<file path="src/rtl/core_run_ctrl_pkg.sv">
// Shared definitions for the RV32 run/halt/step sequencer: state encoding,
// stop-cause codes and the EBREAK opcode.
package core_ctrl_defs;

  typedef enum logic [1:0] {
    BOOT = 2'd0,
    HALT = 2'd1,
    RUN  = 2'd2,
    STEP = 2'd3
  } run_state_e;

  typedef enum logic [1:0] {
    CAUSE_NONE = 2'd0,
    CAUSE_HALT = 2'd1,
    CAUSE_STEP = 2'd2,
    CAUSE_BRK  = 2'd3
  } cause_e;

  localparam logic [31:0] EBREAK_INSN = 32'h0010_0073;

endpackage

</file>
<file path="src/rtl/core_run_ctrl_instret_counter.sv">
// Retired-instruction counter: W-bit, enabled, wraps modulo 2^W,
// synchronous active-low clear.
module instret_counter #(
  parameter int W = 32
) (
  input  logic         clk,
  input  logic         rst,
  input  logic         en,
  output logic [W-1:0] count
);

  // NOTE: rst is sampled only at the clock edge, and sequential state is
  // written with non-blocking assignments so every flop sees pre-edge values.
  always_ff @(posedge clk) begin
    if (!rst) begin
      count <= '0;
    end else if (en) begin
      count <= count + 1'b1;
    end
  end

endmodule

</file>
<file path="src/rtl/core_run_ctrl.sv">
// Run/halt/step sequencer for the single-cycle RV32 core.
// Define CORE_RUN_CTRL_HW_BREAKPOINT_EN to enable the PC address breakpoint.
module core_run_ctrl
  import core_ctrl_defs::*;
#(
  parameter int XLEN      = 32,
  parameter int CNT_W     = 32,
  parameter int BOOT_HOLD = 4,
  parameter int START_RUN = 1
) (
  input  logic             clk,
  input  logic             rst,
  input  logic             run_req,
  input  logic             halt_req,
  input  logic             step_req,
  input  logic [XLEN-1:0]  pc,
  input  logic [XLEN-1:0]  instruction,
  input  logic             bp_valid,
  input  logic [XLEN-1:0]  bp_addr,
  output logic             pc_en,
  output logic             wr_en,
  output logic             halted,
  output logic [1:0]       cause,
  output logic [CNT_W-1:0] instret
);

  localparam int BOOT_W = (BOOT_HOLD > 1) ? $clog2(BOOT_HOLD) : 1;
  localparam logic [BOOT_W-1:0] BOOT_LAST = BOOT_W'(BOOT_HOLD - 1);

  run_state_e        state;
  cause_e            cause_q;
  logic [BOOT_W-1:0] boot_cnt;
  logic              skip;
  logic              is_ebreak;
  logic              bp_hit;
  logic              stop_hit;

  assign is_ebreak = (instruction == XLEN'(EBREAK_INSN));

`ifdef CORE_RUN_CTRL_HW_BREAKPOINT_EN
  assign bp_hit = bp_valid && (pc == bp_addr);
`else
  logic unused_bp;
  assign bp_hit    = 1'b0;
  assign unused_bp = &{1'b0, bp_valid, bp_addr, pc};
`endif

  // skip lets the instruction we stopped on execute once after resuming.
  assign stop_hit = (is_ebreak || bp_hit) && !skip;

  // NOTE: every always_comb output gets a default first so no latch is inferred.
  always_comb begin
    pc_en = 1'b0;
    if (state == RUN || state == STEP) begin
      pc_en = !stop_hit;
    end
  end

  // A resumed EBREAK advances the PC but must not write architectural state.
  assign wr_en  = pc_en && !is_ebreak;
  assign halted = (state == HALT);
  assign cause  = cause_q;

  always_ff @(posedge clk) begin
    if (!rst) begin
      state    <= BOOT;
      boot_cnt <= '0;
      cause_q  <= CAUSE_NONE;
      skip     <= 1'b0;
    end else begin
      if (pc_en) begin
        skip <= 1'b0;
      end
      case (state)
        BOOT: begin
          boot_cnt <= boot_cnt + 1'b1;
          if (boot_cnt == BOOT_LAST) begin
            state <= (START_RUN != 0) ? RUN : HALT;
          end
        end
        HALT: begin
          if (run_req) begin
            state <= RUN;
            skip  <= 1'b1;
          end else if (step_req) begin
            state <= STEP;
            skip  <= 1'b1;
          end
        end
        RUN: begin
          if (stop_hit) begin
            state   <= HALT;
            cause_q <= CAUSE_BRK;
          end else if (halt_req) begin
            state   <= HALT;
            cause_q <= CAUSE_HALT;
          end
        end
        STEP: begin
          state   <= HALT;
          cause_q <= stop_hit ? CAUSE_BRK : CAUSE_STEP;
        end
        default: state <= BOOT;
      endcase
    end
  end

  instret_counter #(
    .W (CNT_W)
  ) u_instret (
    .clk   (clk),
    .rst   (rst),
    .en    (pc_en),
    .count (instret)
  );

endmodule

</file>
<file path="config.mk">
export PLATFORM = sky130hd
export DESIGN_NAME = core_run_ctrl
export DESIGN_NICKNAME = d
export VERILOG_FILES = /design/src/rtl/core_run_ctrl_pkg.sv /design/src/rtl/core_run_ctrl_instret_counter.sv /design/src/rtl/core_run_ctrl.sv
export SDC_FILE = /design/constraint.sdc
export NUM_CORES = 1
export LEC_CHECK = 0
export ABC_AREA = 1
export CAP_MARGIN = 20
export CORE_MARGIN = 2
export CORE_UTILIZATION = 32
export CTS_CLUSTER_SIZE = 40
export DETAILED_ROUTE_END_ITERATION = 8
export PLACE_DENSITY_LB_ADDON = 0.25
export SETUP_SLACK_MARGIN = 0.1
export SYNTH_ARGS = -nofsm -noshare
export SYNTH_HDL_FRONTEND = slang
export SYNTH_SLANG_ARGS = --single-unit
</file>
<file path="constraint.sdc">
create_clock -name clk -period 3.5 [get_ports clk]
set_input_delay 0.7 -clock clk [delete_from_list [all_inputs] [get_ports clk]]
set_output_delay 0.7 -clock clk [all_outputs]
set_load 0.1 [all_outputs]
</file>
### Word-level counts from Yosys, hierarchy flattened

Cells that the tools add are included.

| storage, ports and cells | value |
|---|---|
| word-level logic and storage cells | 39 |
| output and inout bits | 37 |
| flip-flop bits (word level) | 39 |

| cells by class | value |
|---|---|
| $add $sub $neg | 2 |
| reduce and logical (&&, ||, !) cells | 10 |
| equal/unequal tests | 8 |
| mux-type cells | 14 |

Operator list:

| cell | count |
|---|---|
| $add 32x1->32 const B | 1 |
| $eq 32x21->1 const B | 1 |
| $mux 2 | 6 |
| $pmux 2 s4 | 1 |
| $eq 2x2->1 const B | 3 |
| $mux 1 | 6 |
| $ne 3x3->1 const B | 2 |
| $pmux 2 s2 | 1 |
| $logic_not 1->1 | 3 |
| $reduce_and 3->1 | 1 |
| $add 2x1->2 const B | 1 |
| $eq 2x1->1 const B | 1 |
| $logic_and 1x1->1 | 2 |
| $logic_not 2->1 | 1 |
| $ne 2x2->1 const B | 1 |
| $reduce_and 2->1 | 1 |
| $reduce_bool 2->1 | 1 |
| $logic_or 1x1->1 | 1 |

### Longest topological paths before layout

Gate-level depths: netlist of the first run.

| depth | value |
|---|---|
| depth after elaboration | 8 |
| gate-level depth with buffers | 11 |
| depth with buffers taken out | 10 |

### Cells and area by module

From an unflattened synthesis of the first run, not the netlist that was laid out.

| unflattened totals | value |
|---|---|
| cells, all modules | 357 |
| area, all modules | 2287.2 um^2 |

By module, submodules not included:

| module | instances | cells an instance | area each (um^2) | sequential area each (um^2) |
|---|---|---|---|---|
| instret_counter | 1 | 260 | 1750.4 | 640.6 |
| core_run_ctrl | 1 | 97 | 536.8 | 140.1 |

### Worst setup path after synthesis of the first run

Ideal clock, no wire load.

| timing path | value |
|---|---|
| path kind | in2out |
| start point | input port instruction[27] |
| end point | output port wr_en |
| arrival | 2.434 ns |
| buffers on the path | 0 |
| cell stages on the path | 5 |
| setup slack | 0.366 ns |
| required time | 2.800 ns |
| path through | nor2_1 -> and2_0 -> nand2_1 -> nor2_2 -> a21oi_1 |

| between the ends | value |
|---|---|
| longest elaborated chain between the ends | 5 |

RTL lines:

| element | line | text |
|---|---|---|
| start: declaration | core_run_ctrl.sv:17 | `input logic [XLEN-1:0] instruction,` |
| $eq 32x21->1 * | core_run_ctrl.sv:38 | `assign is_ebreak = (instruction == XLEN'(EBREAK_INSN));` |
| $logic_and 1x1->1 | core_run_ctrl.sv:49 | `assign stop_hit = (is_ebreak \|\| bp_hit) && !skip;` |
| $logic_not 1->1 | core_run_ctrl.sv:55 | `pc_en = !stop_hit;` |
| $mux 1 | core_run_ctrl.sv:54 | `if (state == RUN \|\| state == STEP) begin` |
| $logic_and 1x1->1 * | core_run_ctrl.sv:60 | `assign wr_en = pc_en && !is_ebreak;` |
| end: declaration | core_run_ctrl.sv:21 | `output logic wr_en,` |

Every way passes the cells marked *; elsewhere a longest branch is shown, timed or not.

### Worst setup path in the final report of the first run

| timing path | value |
|---|---|
| start point | input port instruction[5] |
| end point | output port pc_en |

| between the ends | value |
|---|---|
| longest elaborated chain between the ends | 4 |

RTL lines:

| element | line | text |
|---|---|---|
| $eq 32x21->1 | core_run_ctrl.sv:38 |  |
| $logic_and 1x1->1 | core_run_ctrl.sv:49 |  |
| $logic_not 1->1 | core_run_ctrl.sv:55 |  |
| $mux 1 | core_run_ctrl.sv:54 |  |
| end: declaration | core_run_ctrl.sv:20 | `output logic pc_en,` |

Every way passes these cells.

==> impl_metrics.toml, run 1 <==
[grt]
grt_pass1_vias = 2739
grt_pass1_wl_um = 13000
track_usage = 0.164
antenna_found_initial = 0
grt_max_degree = 36
grt_overflow = 0

[timing]
holdWs_ns = 0.471
tightest_slew_ns = 0.962
slew_violations = 0
finClkSkew_ns = 0.00220
grt_setup_unrepaired = "no"
fmax_mhz = 332
layout_setup_ws_ns = 0.489
finalCritPeriodShare = 0.860
slew_headroom = 0.357
fin_crit_ns = 3.01
hold_violations = 0
finalSetupTns_ns = 0
finalSetupViolCount = 0

[clocking]
cts_setup_buffers = 0
cts_inserted_buffers = 5
cts.htree.levels = 2
clk_latency_ns = 0.29
cts_buffer_depth = 2
cts_tree = "built"
ctsHoldBuffers = 0
root_buffer = "clkbuf_8"
cts.sink_count = 39
cts.repair.resized = 0
clk_pin_slew_ns = 0.08

[finish]
multi_input_area_um2 = 1690
nets = 605
drive_above_1_share = 0.217
antenna_cells = 0
fillers = 945
final_common_cell = "nand2_1"
regArea_um2 = 781
final_cell_mix = "nand2_1, nor2_1, inv_1"
syn_to_final_growth_pct = 28.7

[setup_path]
worst_ep_required_time_ns = 2.80
cpPeakStageDelay_ns = 0.46
critPathKind = "primary input to primary output"
path_max_fanout = 35
crit_path_end_kind = "primary output"
startpoint = "instruction[5]"
critPathArrivalTime_ns = 2.31
crit_buf_inv = 3
r2r-start = "u_instret.count[0]$_SDFFE_PN0P_"
path_cells = "clkdlybuf4s50_1 -> nand2_1 -> nor2_1 -> nand2_1 -> nor2_2 -> nand3_4 -> nand2_8 -> inv_6 -> buf_12"
crit_path_top_delay_cell = "clkdlybuf4s50_1"
setup.worst_path.start_class = "primary input"
cp_top_family = "buffers and inverters"
cpMostUsedCell = "nand2_1"

[detailed_routing]
drc = 0
viasPerCell = 4.60
drt_iter0_drc = 78
drt-wirelength-per-cell_um = 12.4
vias = 2804
drtPass1Iterations = 4
routed_wl_um = 7570
ant_nets = 0

[yosys]
netlist-cell-type-count = 32
syn_nets = 534
syn_area_per_cell_um2 = 6.53
synth_area_um2 = 2810
netlist_instances = 430
yosysWarnings = 0
yosysSeqAreaShare = 0.278
ys_ff_latch = 39

[run]
cap_violations = 0

[placement]
dp_slack_ns = 0.479
place_congestion = 0.905
dp_hpwl_um = 5950
port_buffers = 73

[floorplan]
initial_core_util = 0.325
rows = 34
die_y_um = 97.7
die_x_um = 97.7
core_um2 = 8640
fp.dieArea_um2 = 9540
io_pins = 139

[outcome]
status = "complete, no violations"

[power]
power_mw = 1.51
p_leak_nw = 1.38
power_density_nw_per_um2 = 419
vdd_drop_max_v = 0.000225

[hold_path]
min_from = "cause[1]$_SDFFE_PN0P_"
hp-class = "flip-flop to flip-flop"
==> registers in the layout, summed over array words and instances, names as in the netlist <==
name,count
u_instret.count,32
boot_cnt,2
cause,2
state,2
skip,1
==> stage by stage <==
step / std cells / utilization / instance area (um2)
global placement: 602 / 0.405 / 3500
floorplan: 430 / - / 2810
global route: 610 / 0.419 / 3620
finish: 610 / 0.419 / 3620
CTS: 610 / 0.419 / 3620
detailed placement: 602 / 0.405 / 3500
==> worst paths after layout <==
check | depth (start not counted) | to | slack [ns]
setup / recovery | 9 | pc_en | 0.49
hold / removal | 2 | cause[1]$_SDFFE_PN0P_ | 0.47
setup reg to reg | 8 | u_instret.count[28]$_SDFFE_PN0P_ | 1.66
hold reg to reg | 2 | cause[1]$_SDFFE_PN0P_ | 0.47
==> cell usage after synthesis, drive strengths merged <==
master  count  area share
a21boi      4       0.011
a21oi      41        0.10
and2        1      0.0022
buf         7       0.036
clkbuf      3      0.0040
clkinv      1      0.0013
dfxtp      39        0.28
ha          2      0.0089
inv        57       0.078
nand2     141        0.20
nand3       8       0.019
nand3b      4       0.011
nor2       76        0.12
nor3       13       0.036
nor3b       1      0.0027
o21a        1      0.0027
o21ai      18       0.039
xnor2       2      0.0062
xor2       11       0.034
==> power breakdown <==
part / total (mW) / switching (mW) / internal [mW]
combinational: 0.592 / 0.432 / 0.160
clock: 0.399 / 0.168 / 0.231
sequential: 0.524 / 0.0436 / 0.480
==> layer usage <==
| layer | up-vias | part of all wire | wire [um] | global-route usage |
|---|---|---|---|---|
| li1 | 1474 | - | - | - |
| met4 | 0 | 0.0069 | 52 | 0.0353 |
| met3 | 4 | 0.040 | 300 | 0.0252 |
| met1 | 1274 | 0.47 | 3550 | 0.209 |
| met2 | 52 | 0.48 | 3660 | 0.291 |
| met5 | - | 0 | 0 | 0 |
==> logic make-up after synthesis <==
group | Yosys count | synth area share
AND/OR/NAND/NOR | 244 | 0.398
AO/OA/AOI/OAI | 64 | 0.156
XOR/XNOR | 13 | 0.0405
flip-flops | 39 | 0.278
buffers and inverters | 68 | 0.119
adder cells (fa/ha/maj) | 2 | 0.00891
==> cell type report <==
| class | count | area share |
|---|---|---|
| clock buffers | 6 | 0.0228 |
| clock inverters | 2 | 0.00969 |
| inverters | 58 | 0.0616 |
| multi-input cells | 323 | 0.469 |
| flip-flops and latches | 39 | 0.216 |
| well taps | 108 | 0.0374 |
| repair buffers | 74 | 0.184 |
==> worst min-delay path: cells and delay by family (launching register included) <==
| kind | cells | cell delay (ns) |
|---|---|---|
| flops | 1 | 0.32 |
| compound gates | 1 | 0.05 |
| simple gates | 1 | 0.06 |
Note: power is estimated with default switching activity, not from simulation.
==> run 2: changes to the inputs <==
--- a/config.mk
+++ b/config.mk
@@ -7,6 +7,7 @@
 export LEC_CHECK = 0
 export ABC_AREA = 1
 export CAP_MARGIN = 20
+export CORE_ASPECT_RATIO = 0.75
 export CORE_MARGIN = 2
 export CORE_UTILIZATION = 32
 export CTS_CLUSTER_SIZE = 40
==> run 2 against run 1 <==
Routed wire length up 1.1%; final cell count up 0.33%; cell area up 2.2%; clock power up 35%; global-route usage up 0.74 points.
==> impl_metrics.toml, run 2 (synthesis results as in run 1) <==
[power]
power_density_nw_per_um2 = 451
vdd_drop_max_v = 0.000264
power_mw = 1.67
p_leak_nw = 1.41

[finish]
regArea_um2 = 781
largest_reg_flops = 32
multi_input_area_um2 = 1690
stdcell_count = 612
syn_to_final_growth_pct = 31.5
drive_above_1_share = 0.214
fillers = 889
nets = 607
final_cell_mix = "nand2_1, nor2_1, inv_1"
antenna_cells = 0
top_register = "u_instret.count"
final_common_cell = "nand2_1"

[clocking]
cts_inserted_buffers = 5
cts.sink_count = 39
cts_tree = "built"
ctsHoldBuffers = 0
clk_latency_ns = 0.29
clk_pin_slew_ns = 0.06
root_buffer = "clkbuf_16"
cts_setup_buffers = 0
cts.htree.levels = 2
cts_buffer_depth = 2
cts.repair.resized = 0

[setup_path]
timing.rr.end = "u_instret.count[16]$_SDFFE_PN0P_"
path_max_fanout = 31
critPathArrivalTime_ns = 2.11
r2r-start = "u_instret.count[0]$_SDFFE_PN0P_"
critPathKind = "primary input to primary output"
setup.worst_path.start_class = "primary input"
cp-endpoint = "pc_en"
rr_worst_depth = 8
startpoint = "instruction[16]"
r2r_slack_ns = 1.55
crit_path_end_kind = "primary output"
worst_ep_required_time_ns = 2.80

[timing]
slew_headroom = 0.348
finalSetupViolCount = 0
slew_violations = 0
fin_crit_ns = 2.81
layout_setup_ws_ns = 0.690
finalSetupTns_ns = 0
hold_violations = 0
fmax_mhz = 356
tightest_slew_ns = 0.975
finClkSkew_ns = 0.00821
grt_setup_unrepaired = "no"
finalCritPeriodShare = 0.803
holdWs_ns = 0.461

[grt]
track_usage = 0.171
grt_overflow = 0
grt_pass1_wl_um = 13300
grt_max_degree = 35
grt_pass1_vias = 2693
antenna_found_initial = 0

[detailed_routing]
wl_met2_um = 3110
top_layer_used = "met4"
ant_nets = 0
viasPerCell = 4.56
drc = 0
routed_wl_um = 7650
routed-wl-met3_um = 557
wl_met1_um = 3920
drtPass1Iterations = 4
vias = 2788
drt_iter0_drc = 169
drt-wirelength-per-cell_um = 12.5

[floorplan]
io_pins = 139
die_y_um = 85.1
initial_core_util = 0.331
rows = 29
die_x_um = 112
fp.dieArea_um2 = 9550
core_um2 = 8490

[placement]
placed_cells = 604
dp_slack_ns = 0.649
dp_hpwl_um = 6010
port_buffers = 73
place_congestion = 0.949

[run]
cap_violations = 0

[outcome]
status = "complete, no violations"

[hold_path]
hp-class = "flip-flop to flip-flop"
## run 2: changes by cell type in the layout (fill, tap and decap cells not counted)
| cell | change |
|---|---|
| clkbuf_16 | +5 |
| clkbuf_8 | -5 |
| clkdlybuf4s50_1 | +3 |
| buf_4 | -1 |
## run 2: cell type report
cell class	count	area share
multi-input cells	323	0.459
flip-flops and latches	39	0.211
repair buffers	76	0.186
inverters	58	0.0603
clock buffers	6	0.0376
well taps	108	0.0366
clock inverters	2	0.00948
## run 2: where the power goes
part	switching (mW)	internal, mW	total, mW
registers	0.0437	0.481	0.525
logic	0.434	0.166	0.600
clock network	0.186	0.355	0.540
total	0.663	1.00	1.67
## run 2: worst min path at each step
stage / cells after the start / end / from / slack, ns
4_1_cts: 2 / cause[1]$_SDFFE_PN0P_ / cause[1]$_SDFFE_PN0P_ / 0.47
5_1_grt: 2 / cause[1]$_SDFFE_PN0P_ / cause[1]$_SDFFE_PN0P_ / 0.50
2_1_floorplan: 2 / skip$_SDFF_PN0_ / skip$_SDFF_PN0_ / 0.47
6_report: 2 / cause[1]$_SDFFE_PN0P_ / cause[1]$_SDFFE_PN0P_ / 0.46
3_3_place_gp: 2 / cause[0]$_SDFFE_PN0P_ / cause[0]$_SDFFE_PN0P_ / 0.46
3_5_place_dp: 2 / cause[1]$_SDFFE_PN0P_ / cause[1]$_SDFFE_PN0P_ / 0.46
## run 2: critical path, cell delays in order
cell and delay, ns:
clkdlybuf4s50_1 0.40, inv_1 0.05, nand2_1 0.05, nor2_1 0.11
nand2_1 0.07, nor2_2 0.19, nand3_4 0.14, nand2_8 0.09
inv_6 0.10, buf_12 0.19
## run 2: metal layers
| metal | global-route usage | vias to the layer above |
|---|---|---|
| met5 | 0 | - |
| li1 | - | 1472 |
| met1 | 0.252 | 1249 |
| met3 | 0.0357 | 4 |
| met2 | 0.255 | 63 |
| met4 | 0.0410 | 0 |
## run 2: stage by stage
| stage | utilization | cell area, um2 |
|---|---|---|
| 3_3_place_gp | 0.415 | 3520 |
| 5_1_grt | 0.435 | 3690 |
| 2_1_floorplan | - | 2810 |
| 4_1_cts | 0.435 | 3690 |
| 6_report | 0.435 | 3690 |
| 3_5_place_dp | 0.415 | 3520 |
